==> src/rtl/abro_n_if.sv <==
// Reactive port bundle for abro_n: restart and event inputs; completion, progress, halt and count outputs.
// The master drives R/A; the slave (the controller) drives O/seen/halted/count.
interface abro_n_if #(
  parameter int N     = 2,
  parameter int CNT_W = 8
);
  logic             R;
  logic [N-1:0]     A;
  logic             O;
  logic [N-1:0]     seen;
  logic             halted;
  logic [CNT_W-1:0] count;

  modport master (output R, A, input O, seen, halted, count);
  modport slave  (input R, A, output O, seen, halted, count);
endinterface

==> src/rtl/abro_n.sv <==
// N-input ABRO controller: awaits all events (any or index order), pulses O (Mealy, same instant), halts until R.
// Optional completion counter under ABRO_N_COUNT_EN; no backpressure, one reaction per clk edge.
module abro_n #(
  parameter int N       = 2,
  parameter int ORDERED = 0,
  parameter int CNT_W   = 8
) (
  input  logic   clk,
  input  logic   rst,
  abro_n_if.slave bus
);

  typedef enum logic [1:0] {BOOT, WAIT, DONE} state_t;

  state_t         r_state;
  state_t         w_state_nxt;
  logic [N-1:0]   r_seen;
  logic [N-1:0]   w_seen_nxt;
  logic           r_halted;
  logic           w_o;
  logic [N-1:0]   w_hit_any;
  logic [N-1:0]   w_low;
  logic [N-1:0]   w_hit_ord;
  logic [N-1:0]   w_hit;
  logic           w_all;

  // Ordered mode: seen is always a prefix, so its lowest clear bit is the only acceptable event.
  assign w_hit_any = r_seen | bus.A;
  assign w_low     = ~r_seen & (r_seen + N'(1));
  assign w_hit_ord = r_seen | (w_low & bus.A);
  assign w_hit     = (ORDERED != 0) ? w_hit_ord : w_hit_any;
  assign w_all     = (ORDERED != 0) ? w_hit_ord[N-1] : (&w_hit_any);

  always_ff @(posedge clk or negedge rst) begin
    if (!rst) begin
      r_state  <= BOOT;
      r_seen   <= '0;
      r_halted <= 1'b0;
    end else begin
      r_state  <= w_state_nxt;
      r_seen   <= w_seen_nxt;
      r_halted <= (w_state_nxt == DONE);
    end
  end

  always_comb begin
    w_state_nxt = r_state;
    w_seen_nxt  = r_seen;
    w_o         = 1'b0;
    case (r_state)
      BOOT: w_state_nxt = WAIT;
      WAIT: begin
        if (bus.R) begin
          w_seen_nxt = '0;
        end else if (w_all) begin
          w_o         = 1'b1;
          w_state_nxt = DONE;
          w_seen_nxt  = '0;
        end else begin
          w_seen_nxt = w_hit;
        end
      end
      DONE: begin
        if (bus.R) begin
          w_state_nxt = WAIT;
          w_seen_nxt  = '0;
        end
      end
      default: begin
        w_state_nxt = BOOT;
        w_seen_nxt  = '0;
      end
    endcase
  end

  assign bus.O      = w_o;
  assign bus.seen   = r_seen;
  assign bus.halted = r_halted;

`ifdef ABRO_N_COUNT_EN
  logic [CNT_W-1:0] r_count;

  // Saturating; R deliberately leaves it alone.
  always_ff @(posedge clk or negedge rst) begin
    if (!rst) begin
      r_count <= '0;
    end else if (w_o && (r_count != {CNT_W{1'b1}})) begin
      r_count <= r_count + CNT_W'(1);
    end
  end

  assign bus.count = r_count;
`else
  assign bus.count = {CNT_W{1'b0}};
`endif

endmodule

==> src/flat_wrapper.sv <==
// flat-port wrapper written by rule: the top's interface ports become plain ports
module abro_n_flat 
#(
  parameter int N       = 2,
  parameter int ORDERED = 0,
  parameter int CNT_W   = 8
)
  (clk, rst, bus_R, bus_A, bus_O, bus_seen, bus_halted, bus_count);
  abro_n_if #(.N(N), .CNT_W(CNT_W)) bus_i ();
  input  logic clk;
  input  logic rst;
  input wire logic [$bits(bus_i.R)-1:0] bus_R;
  input wire logic [$bits(bus_i.A)-1:0] bus_A;
  output wire logic [$bits(bus_i.O)-1:0] bus_O;
  output wire logic [$bits(bus_i.seen)-1:0] bus_seen;
  output wire logic [$bits(bus_i.halted)-1:0] bus_halted;
  output wire logic [$bits(bus_i.count)-1:0] bus_count;
  assign bus_i.R = bus_R;
  assign bus_i.A = bus_A;
  assign bus_O = bus_i.O;
  assign bus_seen = bus_i.seen;
  assign bus_halted = bus_i.halted;
  assign bus_count = bus_i.count;
  abro_n #(.N(N), .ORDERED(ORDERED), .CNT_W(CNT_W)) u_core (.clk(clk), .rst(rst), .bus(bus_i));
endmodule
==> config.mk <==
export PLATFORM = sky130hd
export DESIGN_NAME = abro_n_flat
export DESIGN_NICKNAME = d
export VERILOG_FILES = /design/src/rtl/abro_n_if.sv /design/src/rtl/abro_n.sv /design/src/flat_wrapper.sv
export SDC_FILE = /design/constraint.sdc
export NUM_CORES = 1
export LEC_CHECK = 0
export CAP_MARGIN = 40
export CORE_AREA = 2 2 39 41
export CTS_CLUSTER_DIAMETER = 80
export CTS_CLUSTER_SIZE = 10
export DETAILED_ROUTE_END_ITERATION = 16
export DIE_AREA = 0 0 41 43
export GPL_ROUTABILITY_DRIVEN = 0
export HOLD_SLACK_MARGIN = 0.06
export PLACE_DENSITY = 0.57
export SETUP_SLACK_MARGIN = 0.02
export SYNTH_ARGS = -nofsm -noshare
export SYNTH_HDL_FRONTEND = slang
export SYNTH_SLANG_ARGS = --single-unit
export TNS_END_PERCENT = 100
==> constraint.sdc <==
create_clock -name clk -period 1.15 [get_ports clk]
set_input_delay 0.23 -clock clk [delete_from_list [all_inputs] [get_ports clk]]
set_output_delay 0.23 -clock clk [all_outputs]
set_load 0.005 [all_outputs]
==> results.cfg <==
[status]
outcome = finished with violations
failed_checks = negative setup slack

[critical_path]
crit_buf_inv = 1
path_cells = o22ai_2 > nor2_1 > buf_2
critPathSlowestCell = dfrtp_1
cp.arrival_ps = 980
endpoint_kind = primary output
cp_top_family = flip-flops
critPathKind = reg2out
start_kind = register
critPathMaxFanout = 2
cp.required_ps = 920
cpPeakStageDelay_ps = 400

[cts]
clk_latency_ps = 240
cts_buffers = 3
cts_hold_buf = 0
cts.sinks = 5
cts_tree = done
clk_pin_slew_worst_paths_ps = 40
cts_max_level = 1
clk_path_buf_depth = 2
cts_root_buffer = clkbuf_4

[drt]
vias_per_cell = 4.081
ant_nets = 0
drc = 0
num_vias = 302
avgRoutedWirePerCell_microns = 9.203
drt_iter0_drc = 2
drt-pass1-iter-count = 2
wl_microns = 681

[pwr]
pwr-share-comb_pct = 35.8
ir_drop_uv = 336.3
power.leakage_nw = 0.2569
power_density_nw_per_um2 = 1281
seq_power_share_pct = 34.0
switching_share_pct = 28.04
p_total_mw = 0.6539
intPower_mw = 0.4706
pwr-share-clk_pct = 30.2
p_switching_mw = 0.1833

[sta]
fin_setup_tns_ps = -149.0
clock.fmax_ghz = 0.8258
finalHoldViolations = 0
rsz0062_at_grt = true
setup_ws_ps = -61.01
drv_slew = 0
setup_viol = 3
skew_ps = 3.039
fin_crit_sh_pct = 105.3
fin_crit_ps = 1211

[layout]
utilization_pct = 36.89
fin_nets = 64
final_area_sq_um = 510.5
multi_input_comb_area_sq_um = 172.7
fill_cells = 156
regArea_sq_um = 125.1
synthToLayoutAreaGrowth_pct = 66.53
num_antenna_cells = 0
drive_gt1_share_pct = 39.66

[logic_synthesis]
synth_compound_area_share_pct = 17.55
yosysTopAreaCell = dfrtp_1
seq_area_frac_synth_pct = 40.82
ys_seq_elements = 5
synth_xor_area_share_pct = 0
synth_top_family_by_area = buffers and inverters
synthSimpleGateAreaFrac_pct = 19.59
ys_types = 14
synth_common_cells = buf_4, dfrtp_1, a21oi_1, nor2_1, o21ai_0
ys.flop_type = dfrtp_1
async_reset_ff_share_pct = 100.0
synth_most_common_cell = buf_4
avgSynthCellArea_sq_um = 8.285
synth_top_area_share_pct = 40.82
synth_area_sq_um = 306.5
muxShareOfSynthArea_pct = 0
synth_adder_area_share_pct = 0
ys_warn_count = 0
synth-edff-count = 0
netlist_instances = 37
ys_top_cells_by_area = dfrtp_1, buf_4, a21oi_1

[placed_design]
portBuffers = 8
place_ws_ps = -505.6
dp_hpwl_microns = 503.5
place_area_sq_um = 436.7

[grt]
antenna_found_initial = 0
grt_max_degree = 8
track_usage_pct = 7.964
grt.overflow.total = 0
grt_pass1_vias = 239
grt_pass1_wl_microns = 897

[die]
dieArea_sq_um = 1763
die_h_microns = 43
start_util_pct = 22.15
boundaryPins = 17
rows = 14
die_width_microns = 41
core-area_sq_um = 1384

[worst_hold_path]
hold_class = in2async

[flow_run]
max_cap_violations = 0
placed cells by master, fill, tap and decap left out, types with 2 or more instances in the layout:
cell / instances
o21ai_0: 2
clkbuf_4: 3
o21ai_1: 2
a21oi_1: 2
dlygate4sd2_1: 3
nor2_1: 4
nor4_2: 2
nand2_1: 3
a21oi_2: 2
buf_6: 4
buf_4: 9
conb_1: 8
dfrtp_1: 5
kinds of logic (layout without fill, tap and decap cells):
family / after synthesis / count (layout)
DFF: 5 / 5
other: 1 / 8
buffers and inverters: 9 / 23
AOI/OAI and AO/OA: 10 / 10
and+or+nand+nor: 12 / 12
routing by layer:
metal | part of all wire [%] | track usage (%) | vias up
met4 | 0 | 8.000 | 0
li1 | - | - | 152
met5 | 0 | 0 | -
met2 | 46 | 9.688 | 10
met3 | 5.7 | 0 | 0
met1 | 49 | 11.73 | 140
metrics by stage:
step / hold slack, ps / instances
floorplan: -65.59 / 44
global placement: 465.7 / 68
detailed placement: 462.0 / 68
CTS: 208.7 / 74
global route: 216.8 / 74
finish: 206.7 / 74
power by group through the flow:
| stage | clock network [mW] | logic (mW) | registers [mW] |
|---|---|---|---|
| floorplan | 0 | 0.0825 | 0.229 |
| global placement | 0 | 0.193 | 0.220 |
| detailed placement | 0 | 0.195 | 0.221 |
| CTS | 0.204 | 0.199 | 0.221 |
| global route | 0.219 | 0.255 | 0.225 |
| finish | 0.197 | 0.234 | 0.222 |
flip-flops by register name (all words and copies together) (netlist names):
register           flops
u_core.bus.halted      1
u_core.bus.seen        2
u_core.r_state         2
worst paths after layout:
kind                               startpoint                 end  slack, ps  cells after the start
max in group asynchronous                 rst  u_core.bus.seen[0]        760                      1
setup / recovery           u_core.bus.seen[1]               bus_O        -60                      3
hold reg to reg             u_core.r_state[0]   u_core.r_state[0]        580                      2
min in group clk                        bus_R   u_core.r_state[1]        340                      3
setup reg to reg           u_core.bus.seen[0]   u_core.bus.halted        -50                      4
hold / removal                            rst   u_core.r_state[1]        210                      1
final cells by class:
cell class                 count  area share (%)
tap                           16           3.922
timing repair buffer          19           32.60
clock buffer                   4           5.147
multi-input combinational     30           33.82
sequential                     5           24.51
worst reg2reg max path: cells and delay by family (launching register included):
family	cells	cell delay [ps]
buffers and inverters	1	140
AND/OR/NAND/NOR	1	380
flip-flops	1	390
AO/OA/AOI/OAI	2	220
timing repair:
item | in CTS | in global routing
hold endpoints to repair | 0 | 0
endpoints found under the setup margin | 6 | 7
buffers inserted | 2 | 0
gates resized for setup | 18 | 10
pin swaps | 4 | 6
Power figures use the tool's default switching activity.
